## src/rtl/store_serializer_if.sv

```systemverilog
// Job, vector-input and write-port signals of store_serializer.
// slave is the serializer's view; master is the controller/upstream/memory side.
interface store_serializer_if #(
  parameter int unsigned MAC_NUM = 112,
  parameter int unsigned DATA_W  = 16,
  parameter int unsigned OUT_W   = 64,
  parameter int unsigned ADDR_W  = 16,
  parameter int unsigned CNT_W   = 10
);

  logic                      job_start;
  logic [ADDR_W-1:0]         job_base;
  logic [CNT_W-1:0]          job_num;
  logic                      vec_vld;
  logic [MAC_NUM*DATA_W-1:0] vec_data;
  logic                      vec_rdy;
  logic                      wr_vld;
  logic [ADDR_W-1:0]         wr_addr;
  logic [OUT_W-1:0]          wr_data;
  logic                      wr_rdy;
  logic                      busy;
  logic                      job_done;

  modport master (
    output job_start, job_base, job_num, vec_vld, vec_data, wr_rdy,
    input  vec_rdy, wr_vld, wr_addr, wr_data, busy, job_done
  );

  modport slave (
    input  job_start, job_base, job_num, vec_vld, vec_data, wr_rdy,
    output vec_rdy, wr_vld, wr_addr, wr_data, busy, job_done
  );

endinterface

```

## src/rtl/store_serializer.sv

```systemverilog
// Captures MAC_NUM-lane result vectors and writes them as OUT_W-bit beats to feature-map memory.
// Optional build macro RELU_EN: negative lanes are zeroed at capture.
module store_serializer #(
  parameter int unsigned MAC_NUM = 112,
  parameter int unsigned DATA_W  = 16,
  parameter int unsigned OUT_W   = 64,
  parameter int unsigned ADDR_W  = 16,
  parameter int unsigned CNT_W   = 10
) (
  input logic               clk,
  input logic               rst,
  store_serializer_if.slave bus
);

  localparam int unsigned LPB    = OUT_W / DATA_W;
  localparam int unsigned BEATS  = MAC_NUM / LPB;
  localparam int unsigned BEAT_W = (BEATS > 1) ? $clog2(BEATS) : 1;
  localparam logic [BEAT_W-1:0] LastBeat = BEAT_W'(BEATS - 1);

  localparam logic [1:0] StIdle = 2'd0;
  localparam logic [1:0] StWait = 2'd1;
  localparam logic [1:0] StSend = 2'd2;
  localparam logic [1:0] StDone = 2'd3;

  logic [1:0]                     state_q, state_d;
  logic [ADDR_W-1:0]              addr_q, addr_d;
  logic [CNT_W-1:0]               left_q, left_d;
  logic [BEAT_W-1:0]              beat_q, beat_d;
  logic [MAC_NUM-1:0][DATA_W-1:0] shadow_q, shadow_d;
  logic [MAC_NUM-1:0][DATA_W-1:0] lanes_in, lanes_cap;
  logic [BEATS-1:0][OUT_W-1:0]    shadow_beats;

  assign lanes_in     = bus.vec_data;
  assign shadow_beats = shadow_q;

  always_comb begin
    lanes_cap = lanes_in;
`ifdef RELU_EN
    for (int j = 0; j < int'(MAC_NUM); j++) begin
      if (lanes_in[j][DATA_W-1]) lanes_cap[j] = '0;
    end
`endif
  end

  always_comb begin
    state_d  = state_q;
    addr_d   = addr_q;
    left_d   = left_q;
    beat_d   = beat_q;
    shadow_d = shadow_q;
    case (state_q)
      StIdle: begin
        if (bus.job_start) begin
          addr_d  = bus.job_base;
          left_d  = bus.job_num;
          state_d = (bus.job_num == '0) ? StDone : StWait;
        end
      end
      StWait: begin
        if (bus.vec_vld) begin
          shadow_d = lanes_cap;
          beat_d   = '0;
          state_d  = StSend;
        end
      end
      StSend: begin
        if (bus.wr_rdy) begin
          // Address wraps modulo 2^ADDR_W by plain overflow.
          addr_d = addr_q + 1'b1;
          beat_d = beat_q + 1'b1;
          if (beat_q == LastBeat) begin
            left_d  = left_q - 1'b1;
            state_d = (left_q == CNT_W'(1)) ? StDone : StWait;
          end
        end
      end
      StDone:  state_d = StIdle;
      default: state_d = StIdle;
    endcase
  end

  always_ff @(posedge clk) begin
    if (rst) begin
      state_q <= StIdle;
      addr_q  <= '0;
      left_q  <= '0;
      beat_q  <= '0;
    end else begin
      state_q <= state_d;
      addr_q  <= addr_d;
      left_q  <= left_d;
      beat_q  <= beat_d;
    end
  end

  // Shadow contents are only observed in SEND, so no reset is needed.
  always_ff @(posedge clk) begin
    shadow_q <= shadow_d;
  end

  assign bus.vec_rdy  = (state_q == StWait);
  assign bus.wr_vld   = (state_q == StSend);
  assign bus.wr_addr  = addr_q;
  assign bus.wr_data  = (state_q == StSend) ? shadow_beats[beat_q] : '0;
  assign bus.busy     = (state_q != StIdle);
  assign bus.job_done = (state_q == StDone);

endmodule
```

## src/flat_wrapper.sv

```systemverilog
// flat-port wrapper written by rule: the top's interface ports become plain ports
module store_serializer_flat 
#(
  parameter int unsigned MAC_NUM = 112,
  parameter int unsigned DATA_W  = 16,
  parameter int unsigned OUT_W   = 64,
  parameter int unsigned ADDR_W  = 16,
  parameter int unsigned CNT_W   = 10
)
  (clk, rst, bus_job_start, bus_job_base, bus_job_num, bus_vec_vld, bus_vec_data, bus_wr_rdy, bus_vec_rdy, bus_wr_vld, bus_wr_addr, bus_wr_data, bus_busy, bus_job_done);
  store_serializer_if #(.MAC_NUM(MAC_NUM), .DATA_W(DATA_W), .OUT_W(OUT_W), .ADDR_W(ADDR_W), .CNT_W(CNT_W)) bus_i ();
  input logic clk;
  input logic rst;
  input wire logic [$bits(bus_i.job_start)-1:0] bus_job_start;
  input wire logic [$bits(bus_i.job_base)-1:0] bus_job_base;
  input wire logic [$bits(bus_i.job_num)-1:0] bus_job_num;
  input wire logic [$bits(bus_i.vec_vld)-1:0] bus_vec_vld;
  input wire logic [$bits(bus_i.vec_data)-1:0] bus_vec_data;
  input wire logic [$bits(bus_i.wr_rdy)-1:0] bus_wr_rdy;
  output wire logic [$bits(bus_i.vec_rdy)-1:0] bus_vec_rdy;
  output wire logic [$bits(bus_i.wr_vld)-1:0] bus_wr_vld;
  output wire logic [$bits(bus_i.wr_addr)-1:0] bus_wr_addr;
  output wire logic [$bits(bus_i.wr_data)-1:0] bus_wr_data;
  output wire logic [$bits(bus_i.busy)-1:0] bus_busy;
  output wire logic [$bits(bus_i.job_done)-1:0] bus_job_done;
  assign bus_i.job_start = bus_job_start;
  assign bus_i.job_base = bus_job_base;
  assign bus_i.job_num = bus_job_num;
  assign bus_i.vec_vld = bus_vec_vld;
  assign bus_i.vec_data = bus_vec_data;
  assign bus_i.wr_rdy = bus_wr_rdy;
  assign bus_vec_rdy = bus_i.vec_rdy;
  assign bus_wr_vld = bus_i.wr_vld;
  assign bus_wr_addr = bus_i.wr_addr;
  assign bus_wr_data = bus_i.wr_data;
  assign bus_busy = bus_i.busy;
  assign bus_job_done = bus_i.job_done;
  store_serializer #(.MAC_NUM(MAC_NUM), .DATA_W(DATA_W), .OUT_W(OUT_W), .ADDR_W(ADDR_W), .CNT_W(CNT_W)) u_core (.clk(clk), .rst(rst), .bus(bus_i));
endmodule
```

## config.mk

```make
export PLATFORM = sky130hd
export DESIGN_NAME = store_serializer_flat
export DESIGN_NICKNAME = d
export VERILOG_FILES = /design/src/rtl/store_serializer_if.sv /design/src/rtl/store_serializer.sv /design/src/flat_wrapper.sv
export SDC_FILE = /design/constraint.sdc
export NUM_CORES = 2
export LEC_CHECK = 0
export CORE_AREA = 3 3 748 750
export DETAILED_ROUTE_END_ITERATION = 16
export DIE_AREA = 0 0 751 753
export GPL_TIMING_DRIVEN = 0
export SLEW_MARGIN = 10
export SYNTH_ARGS = -nofsm -noshare
export SYNTH_HDL_FRONTEND = slang
export SYNTH_SLANG_ARGS = --single-unit
```

## constraint.sdc

```tcl
create_clock -name clk -period 64.7 [get_ports clk]
set_input_delay 16.175 -clock clk [delete_from_list [all_inputs] [get_ports clk]]
set_output_delay 16.175 -clock clk [all_outputs]
set_load 0.01 [all_outputs]
```

==> results.txt <==
H-tree Lvls: 4
Number of buffers on the longest clock path: 4
Maximum fanout encountered on the critical timing path: 10
Worst reg2reg path depth: 10
Sequential element share of the synthesized area: 0.770
Synth-to-layout area growth: 53.4%
Final core utilization: 0.196
Setup repair after global routing missed its margin: false
Post-synthesis net count: 5512
Sw Share: 0.235
Global-route wire length before repair: 568000 microns
Total count of max-transition violations in the final report: 3
# Post-CTS Setup Buffers: 0
Area enclosed by the die boundary: 566000 sq um
Post-synthesis area per instance: 19.2 sq um
Crit path cell chain: buf_2, buf_4, buf_4, buf_2, mux2i_1, o221ai_1, nand2_1, a21oi_1, clkdlybuf4s50_1
Tcrit/Tclk final: 0.354
Initial cell density of the core: 0.128
Placed Instance Area: 101000 sq um
Antenna-violating nets left: 0
Cell area after layout: 109000 sq um
Via count of the first global-routing pass: 47100
Static Leak: 32.6 nW
Result of the run: complete, but fails checks
Post-CTS Hold Buffers: 0
Number of max-cap violations: 1
Most frequent cell after synthesis: sky130_fd_sc_hd__edfxtp_1
Number of instances in the synthesized netlist: 3685
Path category of the worst min-delay check: reg -> reg
IO Count: 1907
Number of nets in the layout: 7736
TritonCTS sink count: 1825
Min-Delay Path Depth: 2
Routed WL per cell: 35.1 microns
Number of standard-cell rows in the floorplan: 273
Startpoint type of the worst setup path: register
Most area-consuming cells after synthesis: sky130_fd_sc_hd__edfxtp_1, sky130_fd_sc_hd__mux2i_1, sky130_fd_sc_hd__mux4_2
Number of remaining DRC errors: 0
Final-layout setup total negative slack: 0 ps
Seq cells post-synth: 1825
Maximum ir drop on the vdd rail: 0.0000216 V
Final-report setup violation count: 0
Part of the total power dissipated in sequential elements: 0.487
GRT overflow: 0
Global-route usage over all layers: 0.160
Reg2reg end: u_core.shadow_beats[706]
Post-synthesis cell type with the largest combined area: sky130_fd_sc_hd__edfxtp_1
Vias: 47800
Netlist area before placement: 70800 sq um
Number of buffers created by CTS: 216
Peak Freq: 43.6 MHz
R2r setup slk: 59890 ps
Detailed Routing Iterations Pass 1: 8
Number of DRC markers after the initial detailed-route iteration: 5545
Routability cong.: 0.903
Clk_skew: 109 ps
Critical Path RT: 48520 ps
Pin count of the biggest net entering global routing: 109
Routed via count divided by cell count: 3.55
Transition time at the pin with the least slew margin: 1540 ps
CTS root buffer: sky130_fd_sc_hd__clkbuf_16
Floorplan die height: 753 microns
Slowest Stage Delay on Critical Path: 1120 ps
Kind of end point of the critical path: primary output
Port-buffer cells: 1905
HP Start: u_core.left_q[8]
Logic pwr share: 0.077
Share of Yosys cell area claimed by the top area cell type: 0.760
Die width: 751 microns
Detailed placement HPWL: 397000 microns
Number of warnings issued by yosys: 0
CP startpoint: u_core.beat_q[1]
Clock period minus final worst setup slack: 22920 ps
Worst slew slack as a fraction of its limit: -0.0241
Slowest stage cell, crit path: sky130_fd_sc_hd__clkdlybuf4s50_1
Ys flop type: sky130_fd_sc_hd__edfxtp_1
Cell internal power dissipation: 2.16 mW
Initial antenna violation count: 293
Post-detailed-routing wire length: 473000 microns
Failing checks: max-capacitance violations, max-slew violations
R2R Path Start: u_core.state_q[0]
Critical Setup Path Class: reg -> out
Reg clk slew, reported paths: 60 ps
Core ar.: 553000 sq um
Net switching component of the power: 663 uW
Distinct cells, synth: 60
Top cells by instance count after synthesis: sky130_fd_sc_hd__edfxtp_1, sky130_fd_sc_hd__mux2i_1, sky130_fd_sc_hd__mux4_2
Clock share of power: 0.436
CTS tree: done
Endpoint of the worst hold-timing path: u_core.left_q[8]
Post_cts resized: 0
Final hold violations: 0
Power density over the cells: 26.0 nW/um^2
Data arrival time at the worst-slack endpoint: 6750 ps
Share of final-layout standard cells stronger than drive strength 1: 0.134
Worst-skew pair later-pin latency: 950 ps
Async set-reset flop share out of synthesis: 0
Post-synth EDFFs: 1792
Power, Total: 2.82 mW
==> layout by cell type (no fill, tap or decap), types with 46 or more instances in the layout <==
cell type                         netlist  routed
sky130_fd_sc_hd__edfxtp_1            1792    1792
sky130_fd_sc_hd__mux2i_1              562     546
sky130_fd_sc_hd__diode_2                0     110
sky130_fd_sc_hd__a21oi_1              153     153
sky130_fd_sc_hd__nand3_1               77      75
sky130_fd_sc_hd__clkbuf_1              95     115
sky130_fd_sc_hd__nand2_1              153     153
sky130_fd_sc_hd__a22oi_1               66      63
sky130_fd_sc_hd__o22ai_1               90      90
sky130_fd_sc_hd__o221ai_1              64      62
sky130_fd_sc_hd__buf_2                 79      82
sky130_fd_sc_hd__clkbuf_16              0     217
sky130_fd_sc_hd__a22o_1                64      64
sky130_fd_sc_hd__clkdlybuf4s50_1        0    1905
sky130_fd_sc_hd__clkinv_1               2      46
sky130_fd_sc_hd__mux4_2               169     169
==> worst max-delay path by stage <==
stage	end	slack, ps	cells past startpoint
2_1_floorplan	u_core.shadow_beats[0]	24760	2
3_3_place_gp	u_core.shadow_beats[348]	12210	3
3_5_place_dp	bus_wr_data[37]	42300	9
4_1_cts	bus_wr_data[37]	41280	9
5_1_grt	bus_wr_data[37]	41320	9
6_report	bus_wr_data[39]	41780	9
==> metrics by stage <==
stage | setup WS [ps] | instances | hold WS [ps]
CTS | 41280 | 13400 | 456
detailed placement | 42300 | 13000 | 448
finish | 41780 | 13500 | 457
global route | 41320 | 13400 | 476
global placement | 12210 | 12900 | 442
floorplan | 24760 | 3685 | 429
==> area by class of cell <==
class | count | area (sq um)
buffer | 225 | 1220
tap | 7287 | 9120
clock buffer | 262 | 5600
clock inverter | 139 | 1370
multi-input combinational | 1624 | 15600
sequential | 1825 | 54500
fill | 58700 | 444000
antenna | 110 | 275
inverter | 11 | 41.3
timing repair buffer | 2006 | 20900
==> flip-flops by register name (all words and copies together) (netlist names) <==
register and count:
u_core.beat_q 5, u_core.left_q 10, u_core.shadow_beats 1792, u_core.state_q 2, u_core.bus.wr_addr 16
==> layer usage <==
| metal | GRT usage | wire [microns] |
|---|---|---|
| met2 | 0.262 | 222000 |
| met4 | 0.0434 | 13000 |
| met5 | 0 | 856 |
| met1 | 0.197 | 190000 |
| met3 | 0.0586 | 46700 |
==> critical path: cells and delay by family, from the launching register on <==
kind,cells,cell delay [ps]
buffers and inverters,5,3750
AO/OA/AOI/OAI,2,1210
flip-flops,1,330
AND/OR/NAND/NOR,1,280
multiplexers,1,180
==> power by group through the flow <==
stage	combinational, mW	clock [mW]	sequential [mW]
floorplan	0.0482	0	1.46
global placement	0.208	0	1.50
detailed placement	0.220	0	1.40
CTS	0.221	1.27	1.38
global route	0.231	1.31	1.38
finish	0.218	1.23	1.38
==> logic make-up after synthesis <==
logic type,count (synthesis),share of synthesized area
DFF,1825,0.770
muxes,734,0.134
AOI/OAI and AO/OA,530,0.0548
and+or+nand+nor,353,0.0240
buffers and inverters,236,0.0169
adders and majority gates,4,0.000707
xor gates and xnor gates,3,0.000371
Power figures use the tool's default switching activity.
